### config.mk
export PLATFORM = sky130hd
export DESIGN_NAME = nt_node_misr_monitor_flat
export DESIGN_NICKNAME = d
export VERILOG_FILES = /design/src/rtl/nt_node_misr_monitor_pkg.sv /design/src/rtl/nt_node_misr_monitor_if.sv /design/src/rtl/nt_node_misr_monitor_misr.sv /design/src/rtl/nt_node_misr_monitor.sv /design/src/flat_wrapper.sv
export SDC_FILE = /design/constraint.sdc
export NUM_CORES = 1
export LEC_CHECK = 0
export CELL_PAD_IN_SITES_DETAIL_PLACEMENT = 0
export CELL_PAD_IN_SITES_GLOBAL_PLACEMENT = 1
export CORE_AREA = 4 4 82 61
export CTS_CLUSTER_DIAMETER = 100
export DETAILED_ROUTE_END_ITERATION = 12
export DIE_AREA = 0 0 86 65
export PLACE_DENSITY_LB_ADDON = 0.12
export SLEW_MARGIN = 20
export SYNTH_ARGS = -nofsm -noshare
export SYNTH_HDL_FRONTEND = slang
export SYNTH_HIERARCHICAL = 1
export SYNTH_SLANG_ARGS = --single-unit
### constraint.sdc
create_clock -name I1470_clk -period 4.75 [get_ports I1470_clk]
set_input_delay 1.425 -clock I1470_clk [delete_from_list [all_inputs] [get_ports I1470_clk]]
set_output_delay 1.425 -clock I1470_clk [all_outputs]
set_load 0.05 [all_outputs]
### src/rtl/nt_node_misr_monitor_pkg.sv
// Purpose : shared types and helpers for the node MISR monitor.
// Latency : n/a (package: state enum, default tap constants, MISR step function).
// Backpressure: n/a.
package nt_monitor_pkg;

  typedef enum logic [1:0] {
    ST_IDLE  = 2'd0,
    ST_RUN   = 2'd1,
    ST_CHECK = 2'd2
  } state_t;

  // Default feedback taps for the common signature widths.
  localparam logic [3:0]  POLY_W4  = 4'h3;
  localparam logic [7:0]  POLY_W8  = 8'h1D;
  localparam logic [15:0] POLY_W16 = 16'h002D;

  // One MISR step on a signature of 'width' bits, carried in 32-bit
  // containers so a single function serves every width. Bits above
  // 'width' are masked off in the result.
  function automatic logic [31:0] misr_next(input logic [31:0] sig,
                                            input logic [31:0] obs,
                                            input logic [31:0] poly,
                                            input int unsigned width);
    logic [31:0] top;
    logic [31:0] mask;
    logic [31:0] shifted;
    top     = sig >> (width - 1);
    mask    = (width >= 32) ? 32'hFFFF_FFFF : ((32'd1 << width) - 32'd1);
    shifted = sig << 1;
    return (shifted ^ (top[0] ? poly : 32'd0) ^ obs) & mask;
  endfunction

endpackage

### src/rtl/nt_node_misr_monitor_if.sv
// Purpose : bundles the monitor's control, observation and result signals.
// Latency : n/a (wires only); slave = monitor side, master = driver side.
// Backpressure: none; start/abort are level-sampled commands, results are status.
// Ports   : start, abort, obs_in, golden_sig (driver -> monitor);
//           busy, done, mismatch, signature, cycle_cnt, toggle_cnt (monitor -> driver).
interface nt_node_misr_monitor_if #(
  parameter int WIDTH  = 8,
  parameter int WINDOW = 1000
);
  localparam int CW = $clog2(WINDOW + 1);

  logic             start;
  logic             abort;
  logic [WIDTH-1:0] obs_in;
  logic [WIDTH-1:0] golden_sig;
  logic             busy;
  logic             done;
  logic             mismatch;
  logic [WIDTH-1:0] signature;
  logic [CW-1:0]    cycle_cnt;
  logic [15:0]      toggle_cnt;

  modport slave (
    input  start, abort, obs_in, golden_sig,
    output busy, done, mismatch, signature, cycle_cnt, toggle_cnt
  );

  modport master (
    output start, abort, obs_in, golden_sig,
    input  busy, done, mismatch, signature, cycle_cnt, toggle_cnt
  );

endinterface

### src/rtl/nt_node_misr_monitor_misr.sv
// Purpose : WIDTH-bit MISR register with load-seed / step / hold controls.
// Latency : new value visible the cycle after load or step; load beats step.
// Backpressure: none; holds when neither load nor step is asserted.
// Ports   : clk, rst (sync, active-high, clears to 0), load, step, obs, sig.
module nt_misr
  import nt_monitor_pkg::*;
#(
  parameter int               WIDTH = 8,
  parameter logic [WIDTH-1:0] POLY  = WIDTH'(POLY_W8),
  parameter logic [WIDTH-1:0] SEED  = '1
) (
  input  logic             clk,
  input  logic             rst,
  input  logic             load,
  input  logic             step,
  input  logic [WIDTH-1:0] obs,
  output logic [WIDTH-1:0] sig
);

  logic [31:0] sig32;
  logic [31:0] obs32;
  logic [31:0] poly32;
  logic [31:0] nxt32;
  logic        unused_hi;

  always_comb begin
    sig32  = '0;
    obs32  = '0;
    poly32 = '0;
    sig32[WIDTH-1:0]  = sig;
    obs32[WIDTH-1:0]  = obs;
    poly32[WIDTH-1:0] = POLY;
    nxt32 = misr_next(sig32, obs32, poly32, WIDTH);
  end

  // Upper container bits are always zero; fold them so nothing dangles.
  assign unused_hi = ^nxt32;

  always_ff @(posedge clk) begin
    if (rst) begin
      sig <= '0;
    end else if (load) begin
      sig <= SEED;
    end else if (step) begin
      sig <= nxt32[WIDTH-1:0];
    end
  end

endmodule

### src/rtl/nt_node_misr_monitor.sv
// Purpose : compacts node outputs into a MISR over a fixed window, then flags signature != golden.
// Latency : done pulses in the cycle after edge WINDOW+1 (start edge = edge 0).
// Backpressure: none; start ignored while busy, abort cancels RUN/CHECK without done.
// Ports   : I1470_clk, I1477_rst (sync, active-high), mon (slave modport of nt_node_misr_monitor_if).
// Option  : NT_MONITOR_TOGGLE_CNT_EN adds a saturating obs_in toggle counter on mon.toggle_cnt.
module nt_node_misr_monitor
  import nt_monitor_pkg::*;
#(
  parameter int               WIDTH  = 8,
  parameter int               WINDOW = 1000,
  parameter logic [WIDTH-1:0] POLY   = WIDTH'(POLY_W8),
  parameter logic [WIDTH-1:0] SEED   = '1
) (
  input  logic                   I1470_clk,
  input  logic                   I1477_rst,
  nt_node_misr_monitor_if.slave  mon
);

  localparam int CW = $clog2(WINDOW + 1);

  state_t           state;
  logic [CW-1:0]    cycle_cnt;
  logic             done;
  logic             mismatch;
  logic             misr_load;
  logic             misr_step;
  logic [WIDTH-1:0] sig;

  // Abort takes priority over the sample step, so an aborted window
  // freezes with the samples taken before the abort edge.
  always_comb begin
    misr_load = 1'b0;
    misr_step = 1'b0;
    if (state == ST_IDLE) misr_load = mon.start;
    if (state == ST_RUN)  misr_step = !mon.abort;
  end

  nt_misr #(
    .WIDTH (WIDTH),
    .POLY  (POLY),
    .SEED  (SEED)
  ) u_misr (
    .clk  (I1470_clk),
    .rst  (I1477_rst),
    .load (misr_load),
    .step (misr_step),
    .obs  (mon.obs_in),
    .sig  (sig)
  );

  always_ff @(posedge I1470_clk) begin
    if (I1477_rst) begin
      state     <= ST_IDLE;
      cycle_cnt <= '0;
      done      <= 1'b0;
      mismatch  <= 1'b0;
    end else begin
      done <= 1'b0;
      case (state)
        ST_IDLE: begin
          if (mon.start) begin
            cycle_cnt <= '0;
            mismatch  <= 1'b0;
            state     <= ST_RUN;
          end
        end
        ST_RUN: begin
          if (mon.abort) begin
            state <= ST_IDLE;
          end else begin
            cycle_cnt <= cycle_cnt + CW'(1);
            if (cycle_cnt == CW'(WINDOW - 1)) state <= ST_CHECK;
          end
        end
        ST_CHECK: begin
          if (!mon.abort) begin
            mismatch <= (sig != mon.golden_sig);
            done     <= 1'b1;
          end
          state <= ST_IDLE;
        end
        default: state <= ST_IDLE;
      endcase
    end
  end

  assign mon.busy      = (state != ST_IDLE);
  assign mon.done      = done;
  assign mon.mismatch  = mismatch;
  assign mon.signature = sig;
  assign mon.cycle_cnt = cycle_cnt;

`ifdef NT_MONITOR_TOGGLE_CNT_EN
  logic [WIDTH-1:0] prev_obs;
  logic [15:0]      tcnt;
  logic [WIDTH-1:0] diff;
  logic [5:0]       pop;
  logic [16:0]      sum;

  always_comb begin
    diff = mon.obs_in ^ prev_obs;
    pop  = '0;
    for (int i = 0; i < WIDTH; i++) pop = pop + 6'(diff[i]);
    sum  = {1'b0, tcnt} + 17'(pop);
  end

  // Counts only on real sample edges, mirroring the MISR step.
  always_ff @(posedge I1470_clk) begin
    if (I1477_rst) begin
      prev_obs <= '0;
      tcnt     <= '0;
    end else if (misr_load) begin
      prev_obs <= mon.obs_in;
      tcnt     <= '0;
    end else if (misr_step) begin
      prev_obs <= mon.obs_in;
      tcnt     <= sum[16] ? 16'hFFFF : sum[15:0];
    end
  end

  assign mon.toggle_cnt = tcnt;
`else
  assign mon.toggle_cnt = '0;
`endif

endmodule

### src/flat_wrapper.sv
// flat-port wrapper written by rule: the top's interface ports become plain ports
module nt_node_misr_monitor_flat import nt_monitor_pkg::*;
#(
  parameter int               WIDTH  = 8,
  parameter int               WINDOW = 1000,
  parameter logic [WIDTH-1:0] POLY   = WIDTH'(POLY_W8),
  parameter logic [WIDTH-1:0] SEED   = '1
)
  (I1470_clk, I1477_rst, mon_start, mon_abort, mon_obs_in, mon_golden_sig, mon_busy, mon_done, mon_mismatch, mon_signature, mon_cycle_cnt, mon_toggle_cnt);
  nt_node_misr_monitor_if #(.WIDTH(WIDTH), .WINDOW(WINDOW)) mon_i ();
  input  logic I1470_clk;
  input  logic I1477_rst;
  input wire logic [$bits(mon_i.start)-1:0] mon_start;
  input wire logic [$bits(mon_i.abort)-1:0] mon_abort;
  input wire logic [$bits(mon_i.obs_in)-1:0] mon_obs_in;
  input wire logic [$bits(mon_i.golden_sig)-1:0] mon_golden_sig;
  output wire logic [$bits(mon_i.busy)-1:0] mon_busy;
  output wire logic [$bits(mon_i.done)-1:0] mon_done;
  output wire logic [$bits(mon_i.mismatch)-1:0] mon_mismatch;
  output wire logic [$bits(mon_i.signature)-1:0] mon_signature;
  output wire logic [$bits(mon_i.cycle_cnt)-1:0] mon_cycle_cnt;
  output wire logic [$bits(mon_i.toggle_cnt)-1:0] mon_toggle_cnt;
  assign mon_i.start = mon_start;
  assign mon_i.abort = mon_abort;
  assign mon_i.obs_in = mon_obs_in;
  assign mon_i.golden_sig = mon_golden_sig;
  assign mon_busy = mon_i.busy;
  assign mon_done = mon_i.done;
  assign mon_mismatch = mon_i.mismatch;
  assign mon_signature = mon_i.signature;
  assign mon_cycle_cnt = mon_i.cycle_cnt;
  assign mon_toggle_cnt = mon_i.toggle_cnt;
  nt_node_misr_monitor #(.WIDTH(WIDTH), .WINDOW(WINDOW), .POLY(POLY), .SEED(SEED)) u_core (.I1470_clk(I1470_clk), .I1477_rst(I1477_rst), .mon(mon_i));
endmodule
==> flow_summary.html, run 1 <==
<table>
<tr><th>Metric</th><th>Value</th></tr>
<tr><th colspan="2">Status</th></tr>
<tr><td>Outcome</td><td>finished clean</td></tr>
<tr><th colspan="2">Logic synthesis</th></tr>
<tr><td>Number of distinct library cell variants in the gate-level netlist after synthesis</td><td>36</td></tr>
<tr><td>Avg Cell Area, Syn</td><td>9.07 µm²</td></tr>
<tr><td>Post-synth top flop</td><td>sky130_fd_sc_hd__dfxtp_1</td></tr>
<tr><td>Synthesis Warnings</td><td>6</td></tr>
<tr><td>Seq cells post-synth</td><td>22</td></tr>
<tr><td>Post-synth ARST share</td><td>0%</td></tr>
<tr><td>Post-synth EDFFs</td><td>0</td></tr>
<tr><td>Area of the mapped netlist</td><td>between 1000 and 1500 µm²</td></tr>
<tr><td>Gate count of the mapped netlist</td><td>145</td></tr>
<tr><td>Part of the Yosys area used for sequential elements</td><td>33.5%</td></tr>
<tr><th colspan="2">Clock network</th></tr>
<tr><td>Clk pin slew, worst setup/hold paths</td><td>0.08 ns</td></tr>
<tr><td>Post-CTS Setup Repair Bufs</td><td>0</td></tr>
<tr><td>CTS tree</td><td>done</td></tr>
<tr><td>Cts repair resizes</td><td>0</td></tr>
<tr><td>Total of hold buffers inserted after clock tree synthesis</td><td>0</td></tr>
<tr><td>Deepest clock path buffer count</td><td>2</td></tr>
<tr><td>Worst-Skew Late Latency</td><td>0.26 ns</td></tr>
<tr><td>Number of buffers created by CTS</td><td>3</td></tr>
<tr><td>CTS H-tree depth</td><td>1</td></tr>
<tr><td>Root cell of the clock tree</td><td>sky130_fd_sc_hd__clkbuf_8</td></tr>
<tr><td>CTS sink cnt</td><td>22</td></tr>
<tr><th colspan="2">Floorplanning</th></tr>
<tr><td>Die outline height</td><td>65 µm</td></tr>
<tr><td>Die outline width</td><td>86 µm</td></tr>
<tr><td>Standard cell core area</td><td>about 4200 µm²</td></tr>
<tr><td>Starting density of the core</td><td>31.1%</td></tr>
<tr><td>Number of rows in the core area</td><td>20</td></tr>
<tr><td>Full die area</td><td>about 5600 µm²</td></tr>
<tr><td>Count of pins on the block boundary</td><td>57</td></tr>
<tr><th colspan="2">Power</th></tr>
<tr><td>Worst supply voltage drop on vdd</td><td>between 0.09 and 0.1 mV</td></tr>
<tr><td>Power density over the cells</td><td>275 nW/µm²</td></tr>
<tr><td>Final Total Pwr</td><td>481 µW</td></tr>
<tr><td>Leakage</td><td>0.602 nW</td></tr>
<tr><th colspan="2">Detailed routing</th></tr>
<tr><td>Number of design rule violations left after detail routing</td><td>0</td></tr>
<tr><td>Overall via count from detail_route</td><td>between 1,000 and 1,500</td></tr>
<tr><td>Number of DRC violations after detailed-routing iteration 0</td><td>71</td></tr>
<tr><td>Residual antenna-violating net count after detailed routing</td><td>0</td></tr>
<tr><td>Average wire per cell in the routed design</td><td>around 13 µm</td></tr>
<tr><td>Wirelength, routed</td><td>approximately 3.2 mm</td></tr>
<tr><td>Iteration count of the initial detailed-routing pass</td><td>4</td></tr>
<tr><td>Per-cell via count in the routed design</td><td>between 4 and 5</td></tr>
<tr><th colspan="2">Timing</th></tr>
<tr><td>Minimum clock period</td><td>about 3.2 ns</td></tr>
<tr><td>Max Fclk</td><td>0.310 GHz</td></tr>
<tr><td>Setup_tns</td><td>0 ns</td></tr>
<tr><td>Fin crit share</td><td>68.0%</td></tr>
<tr><td>Worst clock skew</td><td>0.00630 ns</td></tr>
<tr><td>Final count of negative-setup-slack endpoints</td><td>0</td></tr>
<tr><td>Count of pins over their slew limit</td><td>0</td></tr>
<tr><td>Transition at the pin with the smallest max-transition slack</td><td>0.821 ns</td></tr>
<tr><td>Fin. Hold Viols</td><td>0</td></tr>
<tr><td>RSZ-0062 raised after global routing</td><td>no</td></tr>
<tr><td>Headroom to the max-slew limit</td><td>between 40% and 50%</td></tr>
<tr><td>Min Hold Slack</td><td>0.502 ns</td></tr>
<tr><th colspan="2">Global routing</th></tr>
<tr><td>Number of antenna violations at the first check in global routing</td><td>0</td></tr>
<tr><td>Vias in the first global route</td><td>1,038</td></tr>
<tr><td>Grt total ovfl</td><td>0</td></tr>
<tr><td>Aggregate global-route resource usage</td><td>11.5%</td></tr>
<tr><td>Maximum number of pins on one net before global-route repair</td><td>16</td></tr>
<tr><td>First-pass GRT wire length</td><td>between 5 and 6 mm</td></tr>
<tr><th colspan="2">Critical path</th></tr>
<tr><td>Critical-path cell with the highest stage delay</td><td>sky130_fd_sc_hd__clkdlybuf4s50_1</td></tr>
<tr><td>CP required</td><td>between 3 and 4 ns</td></tr>
<tr><td>Sequence of cells on the critical path</td><td>or2_2, clkdlybuf4s50_1</td></tr>
<tr><td>Max Fanout on Critical Path</td><td>12</td></tr>
<tr><td>Crit. End Element</td><td>primary output</td></tr>
<tr><td>Logic depth of the worst register-to-register path</td><td>4</td></tr>
<tr><td>Worst reg2reg startpoint</td><td>u_core/state[1]</td></tr>
<tr><td>Data arrival time at the worst-slack endpoint</td><td>1.81 ns</td></tr>
<tr><td>CP startpoint kind</td><td>flop</td></tr>
<tr><td>Reg-to-reg setup timing slack</td><td>2.82 ns</td></tr>
<tr><td>R2R Path End</td><td>u_core/u_misr/sig[5]</td></tr>
<tr><td>Largest incremental delay on the critical path</td><td>~0.80 ns</td></tr>
<tr><td>Critical path class</td><td>reg -&gt; out</td></tr>
<tr><th colspan="2">Final layout</th></tr>
<tr><td>Filler Cells Inserted</td><td>between 400 and 500</td></tr>
<tr><td>Util after Layout</td><td>41.4%</td></tr>
<tr><td>Count of nets after finishing</td><td>206</td></tr>
<tr><td>Fraction of layout cells with a size suffix above 1</td><td>8.15%</td></tr>
<tr><td>Area added between synthesis and finish</td><td>33.0%</td></tr>
<tr><td>Final instance area</td><td>between 1500 and 2000 µm²</td></tr>
<tr><td>Antenna diode count</td><td>0</td></tr>
<tr><th colspan="2">Placement</th></tr>
<tr><td>Final GP Congestion</td><td>0.748</td></tr>
<tr><td>Total placed instance area</td><td>between 1500 and 2000 µm²</td></tr>
<tr><td>IO Port Bufs</td><td>40</td></tr>
<tr><td>Detailed placement HPWL</td><td>2.47 mm</td></tr>
<tr><th colspan="2">Hold path</th></tr>
<tr><td>Worst hold start</td><td>u_core/mon.cycle_cnt[8]</td></tr>
<tr><td>Classification of the worst-slack hold path</td><td>reg -&gt; reg</td></tr>
<tr><td>Capture endpoint of the worst hold path</td><td>u_core/mon.cycle_cnt[8]</td></tr>
<tr><td>Min-Delay Path Depth</td><td>2</td></tr>
<tr><th colspan="2">Flow run</th></tr>
<tr><td>Maximum Capacitance Violations</td><td>0</td></tr>
</table>
[layer usage]
metal	up-vias	share of wire [%]	track usage, %
li1	557	-	-
met1	523	51	17.1
met2	36	42	16.5
met3	2	6.0	2.80
met4	0	0.86	2.37
met5	-	0	0
[cells by family (layout without fill, tap and decap cells)]
| kind of cell | after synthesis | count (layout) | share of synthesized area (%) |
|---|---|---|---|
| AOI/OAI and AO/OA | 29 | 29 | 15.1 |
| xor gates and xnor gates | 20 | 20 | 16.7 |
| adders and majority gates | 1 | 1 | 0.951 |
| buffers and inverters | 26 | 50 | 13.4 |
| DFF | 22 | 22 | 33.5 |
| other | 1 | 16 | 0.285 |
| and+or+nand+nor | 46 | 46 | 20.0 |
[power by group]
part | switching (mW) | internal [mW] | total, mW
clock network | 0.0560 | 0.0737 | 0.130
registers | 0.0128 | 0.192 | 0.205
logic | 0.0870 | 0.0587 | 0.146
total | 0.156 | 0.325 | 0.481
[worst max path at each step]
stage               startpoint                 endpoint  cells after the start
2_1_floorplan        mon_abort  u_core/mon.cycle_cnt[9]                      4
3_5_place_dp         mon_abort  u_core/mon.cycle_cnt[9]                      5
3_3_place_gp         mon_abort  u_core/mon.cycle_cnt[9]                      5
5_1_grt        u_core/state[1]                 mon_busy                      2
6_report       u_core/state[1]                 mon_busy                      2
4_1_cts        u_core/state[1]                 mon_busy                      2
[critical path, delay by kind of cell (launching register included)]
family | cells | cell delay [ns]
buf+inv | 1 | 0.80
flops | 1 | 0.56
simple gates | 1 | 0.19
[flip-flops by register name, summed over array words and instances (netlist names)]
| register | count |
|---|---|
| u_core/mon.cycle_cnt | 10 |
| u_core/u_misr/sig | 8 |
| u_core/state | 2 |
| u_core/mon.done | 1 |
| u_core/mon.mismatch | 1 |
[Yosys cell counts, drive strengths merged (3+ instances only)]
| cell type | instances | area [µm²] |
|---|---|---|
| nor2 | 11 | 43.8 |
| clkbuf | 3 | 21.3 |
| nand4 | 3 | 18.8 |
| nand2b | 4 | 40.0 |
| dfxtp | 22 | 440 |
| a21oi | 14 | 81.3 |
| o31ai | 3 | 22.5 |
| xnor2 | 16 | 140 |
| nand3 | 5 | 25.0 |
| or4 | 4 | 30.0 |
| a211oi | 8 | 60.1 |
| inv | 4 | 15.0 |
| buf | 19 | 140 |
| nand2 | 6 | 22.5 |
| nor3 | 6 | 30.0 |
| xor3 | 3 | 71.3 |
[stage by stage]
stage | worst slack [ns] | instances
floorplan | 2.16 | 160
global route | 1.40 | 239
finish | 1.52 | 239
global placement | 1.59 | 235
detailed placement | 1.56 | 235
CTS | 1.50 | 239
[placed cells by master (no fill, tap or decap)]
cell,instances
sky130_fd_sc_hd__nor2_1,10
sky130_fd_sc_hd__nand3_1,5
sky130_fd_sc_hd__inv_1,3
sky130_fd_sc_hd__inv_2,1
sky130_fd_sc_hd__dfxtp_1,22
sky130_fd_sc_hd__xnor2_1,16
sky130_fd_sc_hd__clkdlybuf4s50_1,40
sky130_fd_sc_hd__or4_1,4
sky130_fd_sc_hd__a2111oi_0,1
sky130_fd_sc_hd__a21oi_2,3
sky130_fd_sc_hd__a21oi_1,11
sky130_fd_sc_hd__o31ai_1,3
sky130_fd_sc_hd__nor4bb_1,1
sky130_fd_sc_hd__a211oi_1,8
sky130_fd_sc_hd__nand4_1,3
sky130_fd_sc_hd__nor2_2,1
sky130_fd_sc_hd__o21a_1,1
sky130_fd_sc_hd__nand2b_1,2
sky130_fd_sc_hd__a2111o_1,1
sky130_fd_sc_hd__nor3_1,6
sky130_fd_sc_hd__nor3b_1,2
sky130_fd_sc_hd__clkbuf_8,4
sky130_fd_sc_hd__nor4b_1,1
sky130_fd_sc_hd__or2_2,2
sky130_fd_sc_hd__xor2_1,1
sky130_fd_sc_hd__nor4_1,1
sky130_fd_sc_hd__conb_1,16
sky130_fd_sc_hd__buf_4,2
sky130_fd_sc_hd__nand2b_4,2
sky130_fd_sc_hd__nand2_1,6
sky130_fd_sc_hd__ha_1,1
sky130_fd_sc_hd__xor3_1,3
sky130_fd_sc_hd__a21o_1,1
[cell type report]
class / count / area (µm²) / area share [%]
Multi-Input combinational cell: 112 / 754 / 43.1
Sequential cell: 22 / 440 / 25.2
Timing Repair Buffer: 42 / 415 / 23.7
Tap cell: 55 / 68.8 / 3.93
Clock buffer: 4 / 55.1 / 3.15
Inverter: 4 / 15.0 / 0.858
Power figures use the tool's default switching activity.
==> inputs of run 2 (changes only) <==
--- a/config.mk
+++ b/config.mk
@@ -7,10 +7,10 @@
 export LEC_CHECK = 0
 export CELL_PAD_IN_SITES_DETAIL_PLACEMENT = 0
 export CELL_PAD_IN_SITES_GLOBAL_PLACEMENT = 1
-export CORE_AREA = 4 4 82 61
+export CORE_AREA = 4 4 89 66
 export CTS_CLUSTER_DIAMETER = 100
 export DETAILED_ROUTE_END_ITERATION = 12
-export DIE_AREA = 0 0 86 65
+export DIE_AREA = 0 0 93 70
 export PLACE_DENSITY_LB_ADDON = 0.12
 export SLEW_MARGIN = 20
 export SYNTH_ARGS = -nofsm -noshare
==> constraint.sdc (replaced) <==
create_clock -name I1470_clk -period 2.8 [get_ports I1470_clk]
set_input_delay 0.84 -clock I1470_clk [delete_from_list [all_inputs] [get_ports I1470_clk]]
set_output_delay 0.84 -clock I1470_clk [all_outputs]
set_load 0.05 [all_outputs]
==> run 2 against run 1 <==
Net effect:
- critical path depth is the same
- combinational power grew 75%
- sequential share of layout area shrank 0.73 points
- critical path type unchanged
- critical endpoint unchanged
- highest routed layer unchanged
==> flow_summary.html, run 2 (synthesis results as in run 1) <==
<table>
<tr><th>Metric</th><th>Value</th></tr>
<tr><th colspan="2">Status</th></tr>
<tr><td>Outcome</td><td>finished clean</td></tr>
<tr><th colspan="2">Final layout</th></tr>
<tr><td>Fraction of layout cells with a size suffix above 1</td><td>9.14% (+0.99 points)</td></tr>
<tr><td>Register with the most flip-flops</td><td>u_core/mon.cycle_cnt</td></tr>
<tr><td>Leading registers by flop count</td><td>u_core/mon.cycle_cnt x10, u_core/u_misr/sig x8, u_core/state x2</td></tr>
<tr><td>Leading cell types in the layout, fill and taps excluded</td><td>40 x sky130_fd_sc_hd__clkdlybuf4s50_1, 22 x sky130_fd_sc_hd__dfxtp_1, 16 x sky130_fd_sc_hd__xnor2_1, 16 x sky130_fd_sc_hd__conb_1, 11 x sky130_fd_sc_hd__a21oi_1</td></tr>
<tr><td>Flip-flop count of the largest register, all copies and words added</td><td>10 (unchanged)</td></tr>
<tr><td>Area added between synthesis and finish</td><td>37.0%</td></tr>
<tr><td>Antenna diode count</td><td>0 (unchanged)</td></tr>
<tr><td>Leading cell type in the layout, fill and taps excluded</td><td>sky130_fd_sc_hd__clkdlybuf4s50_1</td></tr>
<tr><td>Count of nets after finishing</td><td>208 (+0.97%)</td></tr>
<tr><th colspan="2">Clock network</th></tr>
<tr><td>Cts repair resizes</td><td>0 (unchanged)</td></tr>
<tr><td>Total of hold buffers inserted after clock tree synthesis</td><td>0 (unchanged)</td></tr>
<tr><td>Deepest clock path buffer count</td><td>2 (unchanged)</td></tr>
<tr><td>Worst-Skew Late Latency</td><td>0.27 ns (about the same)</td></tr>
<tr><td>Root cell of the clock tree</td><td>sky130_fd_sc_hd__clkbuf_8</td></tr>
<tr><td>CTS tree</td><td>done</td></tr>
<tr><td>Post-CTS Setup Repair Bufs</td><td>0 (unchanged)</td></tr>
<tr><td>Number of buffers created by CTS</td><td>3 (unchanged)</td></tr>
<tr><td>CTS H-tree depth</td><td>1 (unchanged)</td></tr>
<tr><td>CTS sink cnt</td><td>22 (unchanged)</td></tr>
<tr><td>Clk pin slew, worst setup/hold paths</td><td>0.09 ns (about the same)</td></tr>
<tr><th colspan="2">Floorplanning</th></tr>
<tr><td>Die outline height</td><td>70 µm (+7.7%)</td></tr>
<tr><td>Starting density of the core</td><td>26.0% (-5.1 points)</td></tr>
<tr><td>Number of rows in the core area</td><td>22 (+10%)</td></tr>
<tr><td>Full die area</td><td>6510 µm² (+16%)</td></tr>
<tr><td>Count of pins on the block boundary</td><td>57 (unchanged)</td></tr>
<tr><td>Die outline width</td><td>93 µm (+8.1%)</td></tr>
<tr><td>Standard cell core area</td><td>5060 µm² (+20%)</td></tr>
<tr><th colspan="2">Detailed routing</th></tr>
<tr><td>Per-cell via count in the routed design</td><td>4.33 (-7.4%)</td></tr>
<tr><td>Residual antenna-violating net count after detailed routing</td><td>0 (unchanged)</td></tr>
<tr><td>Overall via count from detail_route</td><td>1,117 (-0.089%)</td></tr>
<tr><td>Iteration count of the initial detailed-routing pass</td><td>4 (unchanged)</td></tr>
<tr><td>Wirelength, routed</td><td>3.20 mm (+1.4%)</td></tr>
<tr><td>Number of DRC violations after detailed-routing iteration 0</td><td>94 (+32%)</td></tr>
<tr><td>Average wire per cell in the routed design</td><td>12.4 µm (-6.1%)</td></tr>
<tr><td>Number of design rule violations left after detail routing</td><td>0 (unchanged)</td></tr>
<tr><th colspan="2">Power</th></tr>
<tr><td>Switching power as a share of total power</td><td>31.2% (-1.2 points)</td></tr>
<tr><td>Final Total Pwr</td><td>901 µW (+88%)</td></tr>
<tr><td>Switching Power</td><td>281 µW (+80%)</td></tr>
<tr><td>Part of the power in the clock network</td><td>33.6% (+6.6 points)</td></tr>
<tr><td>Power density over the cells</td><td>500 nW/µm² (+82%)</td></tr>
<tr><td>Logic pwr share</td><td>28.3% (-2.0 points)</td></tr>
<tr><td>Relative contribution of sequential cells to total power</td><td>38.1% (-4.6 points)</td></tr>
<tr><td>Worst supply voltage drop on vdd</td><td>0.281 mV (+180%)</td></tr>
<tr><td>Cell-internal power</td><td>620 µW (+91%)</td></tr>
<tr><td>Leakage</td><td>0.619 nW (+2.8%)</td></tr>
<tr><th colspan="2">Timing</th></tr>
<tr><td>Final count of negative-setup-slack endpoints</td><td>0 (unchanged)</td></tr>
<tr><td>Count of pins over their slew limit</td><td>0 (unchanged)</td></tr>
<tr><td>Min Hold Slack</td><td>0.503 ns (+0.00114 ns)</td></tr>
<tr><td>Fin. Hold Viols</td><td>0 (unchanged)</td></tr>
<tr><td>Worst clock skew</td><td>0.0130 ns (+0.00667 ns)</td></tr>
<tr><td>Minimum clock period</td><td>2.67 ns</td></tr>
<tr><td>Headroom to the max-slew limit</td><td>65.7% (+21 points)</td></tr>
<tr><td>Transition at the pin with the smallest max-transition slack</td><td>0.501 ns (-0.320 ns)</td></tr>
<tr><td>Setup_tns</td><td>0 ns (unchanged)</td></tr>
<tr><td>Max Fclk</td><td>0.374 GHz</td></tr>
<tr><td>Fin crit share</td><td>95.5%</td></tr>
<tr><td>RSZ-0062 raised after global routing</td><td>no</td></tr>
<tr><th colspan="2">Critical path</th></tr>
<tr><td>Buffers &amp; Inverters on Critical Path</td><td>1 (unchanged)</td></tr>
<tr><td>Data arrival time at the worst-slack endpoint</td><td>1.83 ns (+0.02 ns)</td></tr>
<tr><td>Crit. End Element</td><td>primary output</td></tr>
<tr><td>Largest incremental delay on the critical path</td><td>0.80 ns (about the same)</td></tr>
<tr><td>Critical path class</td><td>reg -&gt; out</td></tr>
<tr><td>CP required</td><td>1.96 ns (-1.36 ns)</td></tr>
<tr><td>Family with the most delay on the worst path</td><td>buffers and inverters</td></tr>
<tr><td>Critical-path cell with the highest stage delay</td><td>sky130_fd_sc_hd__clkdlybuf4s50_1</td></tr>
<tr><td>Sequence of cells on the critical path</td><td>or2_2, clkdlybuf4s50_1</td></tr>
<tr><td>Max Fanout on Critical Path</td><td>12 (unchanged)</td></tr>
<tr><td>CP startpoint kind</td><td>flop</td></tr>
<tr><th colspan="2">Global routing</th></tr>
<tr><td>Number of antenna violations at the first check in global routing</td><td>0 (unchanged)</td></tr>
<tr><td>Vias in the first global route</td><td>1,094 (+5.4%)</td></tr>
<tr><td>First-pass GRT wire length</td><td>5.55 mm (+8.6%)</td></tr>
<tr><td>Grt total ovfl</td><td>0 (unchanged)</td></tr>
<tr><td>Aggregate global-route resource usage</td><td>10.7% (-0.80 points)</td></tr>
<tr><td>Maximum number of pins on one net before global-route repair</td><td>15 (-1)</td></tr>
<tr><th colspan="2">Flow run</th></tr>
<tr><td>Maximum Capacitance Violations</td><td>0 (unchanged)</td></tr>
<tr><th colspan="2">Placement</th></tr>
<tr><td>Detailed placement HPWL</td><td>2.55 mm (+3.6%)</td></tr>
<tr><td>IO Port Bufs</td><td>40 (unchanged)</td></tr>
<tr><td>Final GP Congestion</td><td>0.761 (+1.8%)</td></tr>
<tr><th colspan="2">Hold path</th></tr>
<tr><td>Classification of the worst-slack hold path</td><td>reg -&gt; reg</td></tr>
</table>
[run 2: changes by cell type in the layout (fill, tap and decap cells not counted)]
cell | previous run | this run
sky130_fd_sc_hd__buf_4 | 2 | 4
sky130_fd_sc_hd__bufinv_16 | 0 | 1
sky130_fd_sc_hd__clkbuf_8 | 4 | 3
[run 2: cell type report]
cell class / count / area (µm²)
timing repair buffer: 44 / 430
tap: 72 / 90.1
fill: 534 / 3260
clock buffer: 3 / 41.3
inverter: 4 / 15.0
multi-input combinational: 112 / 754
clock inverter: 1 / 30.0
sequential: 22 / 440
[run 2: stage by stage]
step           cell area [µm²]  util, %  setup WS, ns  instances
5_1_grt                   1800     35.6        0.0241        258
3_5_place_dp              1730     34.2         0.167        254
3_3_place_gp              1730     34.2         0.213        254
6_report                  1800     35.6         0.126        258
2_1_floorplan             1370        -         0.795        160
4_1_cts                   1800     35.6         0.121        258
[run 2: power groups by stage]
stage | registers, mW | clock network, mW | logic, mW
floorplan | 0.391 | 0 | 0.158
global placement | 0.351 | 0 | 0.256
detailed placement | 0.352 | 0 | 0.255
CTS | 0.344 | 0.313 | 0.256
global route | 0.347 | 0.330 | 0.272
finish | 0.344 | 0.303 | 0.255
[run 2: final timing paths]
check | cells after the start | end | from | slack [ns]
worst max-delay path | 2 | mon_busy | u_core/state[1] | 0.13
worst min-delay path | 2 | u_core/mon.cycle_cnt[8] | u_core/mon.cycle_cnt[8] | 0.50
worst max register to register | 5 | u_core/state[0] | u_core/mon.cycle_cnt[0] | 1.12
worst min register to register | 2 | u_core/mon.cycle_cnt[8] | u_core/mon.cycle_cnt[8] | 0.50
[run 2: layer usage]
metal	GRT usage, %	share of wire [%]	vias to the layer above
met3	3.55	6.1	2
met2	14.8	42	38
li1	-	-	563
met4	2.44	0.84	0
met1	15.8	51	514
met5	0	0	-
[run 2: worst reg2reg max path: stages (launching register included)]
cell and delay (ns):
sky130_fd_sc_hd__dfxtp_1 0.42, sky130_fd_sc_hd__ha_1 0.22, sky130_fd_sc_hd__nand3_1 0.18, sky130_fd_sc_hd__or4_1 0.55, sky130_fd_sc_hd__a21oi_1 0.16, sky130_fd_sc_hd__nor2_1 0.05
==> inputs of run 3 (changes only) <==
--- a/config.mk
+++ b/config.mk
@@ -5,6 +5,7 @@
 export SDC_FILE = /design/constraint.sdc
 export NUM_CORES = 1
 export LEC_CHECK = 0
+export CAP_MARGIN = 20
 export CELL_PAD_IN_SITES_DETAIL_PLACEMENT = 0
 export CELL_PAD_IN_SITES_GLOBAL_PLACEMENT = 1
 export CORE_AREA = 4 4 89 66
==> results of run 3 <==
Same layout as run 2: the final DEF is identical, and so are final timing and power.
